### src/rtl/fuzzy_sweep_sequencer.sv
// Sweeps the fuzzy controller's two inputs over a clamped grid, captures the
// defuzzified output per point, then streams the captured table over valid/ready.
module fuzzy_sweep_sequencer #(
  parameter int SETTLE_CYCLES = 16,
  parameter int STEP          = 16,
  parameter int N_STEPS       = 17,
  parameter int IN_MIN        = 1,
  parameter int IN_MAX        = 254
) (
  input  logic       clk_0,
  input  logic       Srst,
  input  logic       start,
  input  logic [7:0] saida_defuzzy,
  output logic [7:0] Entrada_01,
  output logic [7:0] Entrada_02,
  output logic       EN_REGRAS,
  output logic       busy,
  output logic       done,
  output logic [7:0] out_data,
  output logic       out_valid,
  input  logic       out_ready,
  output logic       out_last
);

  localparam int N_PTS = N_STEPS * N_STEPS;
  localparam int AW    = $clog2(N_PTS);
  localparam int IW    = $clog2(N_STEPS);
  localparam int CW    = $clog2(SETTLE_CYCLES);

  localparam logic [AW-1:0] LAST_K   = AW'(N_PTS - 1);
  localparam logic [IW-1:0] LAST_IDX = IW'(N_STEPS - 1);
  localparam logic [CW-1:0] LAST_CNT = CW'(SETTLE_CYCLES - 1);

  typedef enum logic [1:0] {
    S_IDLE,
    S_SWEEP,
    S_DRAIN,
    S_DONE
  } state_e;

  state_e          state_q, state_d;
  logic [AW-1:0]   k_q, k_d;
  logic [IW-1:0]   a_q, a_d;
  logic [IW-1:0]   b_q, b_d;
  logic [CW-1:0]   cnt_q, cnt_d;
  logic [AW-1:0]   rd_ptr_q, rd_ptr_d;
  logic            out_valid_q, out_valid_d;
  logic            out_last_q, out_last_d;
  logic            wr_en, rd_en;
  logic [7:0]      rd_data_q;
  logic [7:0]      buf_mem [N_PTS];

  // Index 0 maps below IN_MIN and the top index above IN_MAX, so both ends clamp.
  function automatic logic [7:0] axis_value(input logic [IW-1:0] idx);
    int raw;
    raw = int'(idx) * STEP;
    if (raw < IN_MIN)      raw = IN_MIN;
    else if (raw > IN_MAX) raw = IN_MAX;
    return 8'(raw);
  endfunction

  assign Entrada_01 = axis_value(a_q);
  assign Entrada_02 = axis_value(b_q);
  assign EN_REGRAS  = (state_q == S_SWEEP);
  assign busy       = (state_q == S_SWEEP) || (state_q == S_DRAIN);
  assign done       = (state_q == S_DONE);
  assign out_valid  = out_valid_q;
  assign out_last   = out_last_q;
  assign out_data   = out_valid_q ? rd_data_q : 8'd0;

  // NOTE: every signal assigned here gets a default first, so no path can infer a latch.
  always_comb begin
    state_d     = state_q;
    k_d         = k_q;
    a_d         = a_q;
    b_d         = b_q;
    cnt_d       = cnt_q;
    rd_ptr_d    = rd_ptr_q;
    out_valid_d = out_valid_q;
    out_last_d  = out_last_q;
    wr_en       = 1'b0;
    rd_en       = 1'b0;

    case (state_q)
      S_IDLE: begin
        if (start) begin
          state_d = S_SWEEP;
          k_d     = '0;
          a_d     = '0;
          b_d     = '0;
          cnt_d   = '0;
        end
      end

      S_SWEEP: begin
        if (cnt_q == LAST_CNT) begin
          wr_en = 1'b1;
          cnt_d = '0;
          if (k_q == LAST_K) begin
            state_d  = S_DRAIN;
            rd_ptr_d = '0;
          end else begin
            k_d = k_q + 1'b1;
            if (b_q == LAST_IDX) begin
              b_d = '0;
              a_d = a_q + 1'b1;
            end else begin
              b_d = b_q + 1'b1;
            end
          end
        end else begin
          cnt_d = cnt_q + 1'b1;
        end
      end

      S_DRAIN: begin
        // Fetch the next entry whenever the output slot is empty or being emptied,
        // which keeps the stream bubble-free under continuous ready.
        if (out_valid_q && out_ready && out_last_q) begin
          out_valid_d = 1'b0;
          out_last_d  = 1'b0;
          state_d     = S_DONE;
          k_d         = '0;
          a_d         = '0;
          b_d         = '0;
        end else if (!out_valid_q || out_ready) begin
          rd_en       = 1'b1;
          rd_ptr_d    = rd_ptr_q + 1'b1;
          out_valid_d = 1'b1;
          out_last_d  = (rd_ptr_q == LAST_K);
        end
      end

      S_DONE:  state_d = S_IDLE;
      default: state_d = S_IDLE;
    endcase
  end

  always_ff @(posedge clk_0 or negedge Srst) begin
    if (!Srst) begin
      state_q     <= S_IDLE;
      k_q         <= '0;
      a_q         <= '0;
      b_q         <= '0;
      cnt_q       <= '0;
      rd_ptr_q    <= '0;
      out_valid_q <= 1'b0;
      out_last_q  <= 1'b0;
    end else begin
      state_q     <= state_d;
      k_q         <= k_d;
      a_q         <= a_d;
      b_q         <= b_d;
      cnt_q       <= cnt_d;
      rd_ptr_q    <= rd_ptr_d;
      out_valid_q <= out_valid_d;
      out_last_q  <= out_last_d;
    end
  end

  // NOTE: the buffer and its read register carry no reset so they map onto block RAM;
  // out_data is gated by out_valid to still read zero after reset.
  always_ff @(posedge clk_0) begin
    if (wr_en) buf_mem[k_q] <= saida_defuzzy;
    if (rd_en) rd_data_q <= buf_mem[rd_ptr_q];
  end

endmodule

### config.mk
export PLATFORM = sky130hd
export DESIGN_NAME = fuzzy_sweep_sequencer
export DESIGN_NICKNAME = d
export VERILOG_FILES = /design/src/rtl/fuzzy_sweep_sequencer.sv
export SDC_FILE = /design/constraint.sdc
export NUM_CORES = 2
export LEC_CHECK = 0
export CORE_MARGIN = 2
export CORE_UTILIZATION = 42
export DETAILED_ROUTE_END_ITERATION = 8
export GPL_TIMING_DRIVEN = 0
export PLACE_DENSITY_LB_ADDON = 0.2
export SYNTH_ARGS = -nofsm -noshare
export SYNTH_HDL_FRONTEND = slang
export SYNTH_SLANG_ARGS = --single-unit
### constraint.sdc
create_clock -name clk_0 -period 3.1 [get_ports clk_0]
set_input_delay 0.62 -clock clk_0 [delete_from_list [all_inputs] [get_ports clk_0]]
set_output_delay 0.62 -clock clk_0 [all_outputs]
set_load 0.01 [all_outputs]
==> metrics.txt <==
top post-synthesis cells by area=edfxtp_1 (76%), mux4_2 (14%), mux2i_1 (1.6%), nor2_1 (1.5%), dfrtp_1 (0.98%); Reg power frac=34.2%; ratio of cells with drive above 1 in the final layout=34.8%; synthesized area=about 0.092 mm2; clock latency on the worst-skew pair=920 ps; WHS Path Cells=1; Rows=171; path depth of the worst reg2reg path=10; Global Route Usage Sum=between 30% and 40%; R2R Setup Slk=-900 ps; fraction of synthesized area in multiplexers=15.8%; asr flop ratio synth=1.53%; Hold Crit Start=saida_defuzzy[7]; Syn. warnings=0; CTS Buf Count=236; status=finished, violations left; Clock Power Share=about a quarter; top sig layer=met5; worst-margin pin slew=between 1000 and 1500 ps; Synth Instances=4374; Die Area=0.223 mm2; Synth Net Count=4400; Compound-Gate Fraction of Synth Area=between 2 and 3%; final slew viol count=0; Min Clock Period, post-route=4000 ps; post-synthesis adder-cell area fraction=0.190%; TritonCTS clock tree=built; worst path required time=between 3000 and 4000 ps; commonest non-fill, non-tap cell in the layout=edfxtp_1; R2R Path Start=rd_ptr_q[0]$_DFFE_PN0P_; area delta synth->final=20.3%; Hold EP=buf_mem[107][7]$_DFFE_PP_; final net count=a little under 5000; routed wl met3=between 50000 and 60000 um; Reg area=0.0706 mm2; crit path kind=register to register; GRT overflow=0; Core Region=0.218 mm2; internal power=64.7 mW; final setup margin=-904 ps; Avg Cell Area, Syn=between 20 and 25 um2; VDD IR-drop max=776 uV; HPWL after detailed placement=around 230000 um; initial core utilization=a little over two fifths; Top FF cell, synth=edfxtp_1; Top Ports=between 40 and 50; sequential-to-total area share from yosys stat=76.7%; Horiz. Die Dim=about 470 um; most frequent cells in the layout=edfxtp_1 (2320), mux4_2 (572), clkbuf_16 (239); routability cong.=~1.0; PwrDens=~940 mW/mm2; switching pwr=38.9 mW; Synth Register Bits=2356; met2 wire len=around 160000 um; Final ANT Viol Nets=0; WHS=145 ps; IO Port Bufs=40; largest net degree at the start of global routing=162; # setup viols final=155; fraction of synthesized cell area in xor and xnor cells=0.0856%; endpoint class of the critical path=register; Logic pwr share=39.3%; Hold Crit Class=input pin to register; Place WS=-3710 ps; EDFF count, synth=2320; Die Height=between 400 and 500 um; clock skew=40.6 ps; CTS clk-pin slew, worst paths=60 ps; RSZ-0062 raised after global routing=yes; max frequency=~250 MHz; Post-Synth Simple-Gate Area=slightly below 3%; via count=52900; Clock Sinks=2356; Sw Ratio=37.5%; crit start category=register; largest area contributor in the netlist=edfxtp_1; post-synth top area share=75.7%; Routed WL=363000 um; leakage=34.2 nW; RR Endpoint=rd_data_q[3]$_DFFE_PP_; Multi-input gate area=roughly 0.023 mm2; TritonRoute pass-1 iters=8; Max-slew headroom=7.85%; Max Cap Viol=0; wire length on met1=around 130000 um; DR vias/cell=between 6 and 7; clock buffer depth=3; critical-path maximum fanout=10; Clk Tree Root Cell=clkbuf_16; Final Hold Violating Endpoints=0; Crit path arrival time=approximately 4600 ps; DR DRC count=0; DR iter-0 viols=10100; Final Cycle Share=129%; Wirelength per Cell=46.0 um; failing checks=negative setup slack; Netlist cell types=62; number of global-route vias before repair=slightly below 50000; htree depth=4; first-pass GRT wire length=~470000 um; largest family of logic cells by synthesized area=multiplexers; fill count=17000; initial antenna violation count=19
-- critical path, cell delays in order (launching register included) --
cell      delay [ps]
dfrtp_2          450
buf_12           170
buf_16           170
buf_16           180
buf_4            210
nand3b_1         240
buf_2            500
o221ai_1         210
o211ai_1         860
nand4_1          190
a221o_2          490
-- area by class of cell --
cell class	count	area share, %
antenna	13	0.0294
buffer	262	3.33
clock buffer	300	5.59
clock inverter	131	0.888
inverter	16	0.0599
multi-input combinational	1731	20.4
sequential	2356	63.7
tap	2854	3.22
timing repair buffer	244	2.80
-- power by group through the flow --
stage	Combinational, mW	Sequential, mW	Clock [mW]
final	40.7	35.4	27.5
after global routing	39.8	35.4	28.6
after CTS	38.2	35.4	27.4
after detailed placement	33.0	36.0	0
after global placement	32.8	36.4	0
after floorplan	15.1	35.9	0
-- sequential cells by signal (all words and copies together) (netlist names) --
register and cells:
rd_ptr_q 9, state_q 2, out_last 1, cnt_q 4, buf_mem 2312, rd_data_q 8
out_valid 1, k_q 9, a_q 5, b_q 5
-- worst max-delay path by stage --
stage	from	to	slack (ps)
after floorplan	rd_ptr_q[0]$_DFFE_PN0P_	rd_data_q[4]$_DFFE_PP_	290
after global placement	saida_defuzzy[6]	buf_mem[204][6]$_DFFE_PP_	-7600
after detailed placement	rd_ptr_q[2]$_DFFE_PN0P_	rd_data_q[6]$_DFFE_PP_	-3710
after CTS	rd_ptr_q[0]$_DFFE_PN0P_	rd_data_q[3]$_DFFE_PP_	-640
after global routing	rd_ptr_q[0]$_DFFE_PN0P_	rd_data_q[3]$_DFFE_PP_	-720
final	rd_ptr_q[0]$_DFFE_PN0P_	rd_data_q[3]$_DFFE_PP_	-900
-- routing by layer --
metal	vias to the layer above	global-route usage, %
met5	-	0
met4	12	18.7
met3	914	11.3
met2	4267	46.5
met1	28500	42.6
li1	19200	-
-- synthesized netlist by cell type, drive strengths merged (3+ instances only) --
cell type	n
a2111oi	11
a211o	4
a211oi	22
a21oi	62
a221oi	10
a22o	14
a22oi	67
a311oi	4
a31oi	5
a32oi	3
a41oi	3
and2	19
and3	8
buf	158
clkbuf	113
dfrtp	36
edfxtp	2320
ha	14
inv	15
mux2	13
mux2i	150
mux4	572
nand2	115
nand2b	11
nand3	39
nand3b	7
nand4	10
nor2	358
nor2b	11
nor3	20
nor4	8
o2111ai	4
o211ai	5
o21ai	52
o221ai	40
o22ai	19
o31a	3
o31ai	7
or2	10
or3b	3
xnor2	4
xor2	5
-- cell families (layout without fill, tap and decap cells) --
family / Yosys count / in the layout
flip-flops: 2356 / 2356
multiplexers: 735 / 735
AND/OR/NAND/NOR: 630 / 630
AO/OA/AOI/OAI: 343 / 343
buffers and inverters: 287 / 953
adder cells (fa/ha/maj): 14 / 14
XOR/XNOR: 9 / 9
other: 0 / 13
-- stage by stage --
stage / total power [mW] / util (%) / area [um2] / cells / TNS (ps)
CTS: 101 / 50.1 / 109000 / 7840 / -180240
floorplan: 51.1 / - / 92000 / 4374 / 0
detailed placement: 69.0 / 44.4 / 96700 / 7290 / -2806840
global route: 104 / 50.9 / 111000 / 7897 / -16460
finish: 104 / 50.9 / 111000 / 7907 / -11330
global placement: 69.3 / 44.1 / 96000 / 7268 / -
-- timing repair --
item / 4_1_cts / 5_1_grt
endpoints found under the hold margin: 23 / 0
resized for setup: 999 / 280
endpoints found under the setup margin: 2335 / 1838
hold buffers: 3 / 0
setup buffers: 122 / 57
pin swaps: 41 / 43
cloned: 0 / 0
No activity file was read; power rests on OpenSTA's default activity.
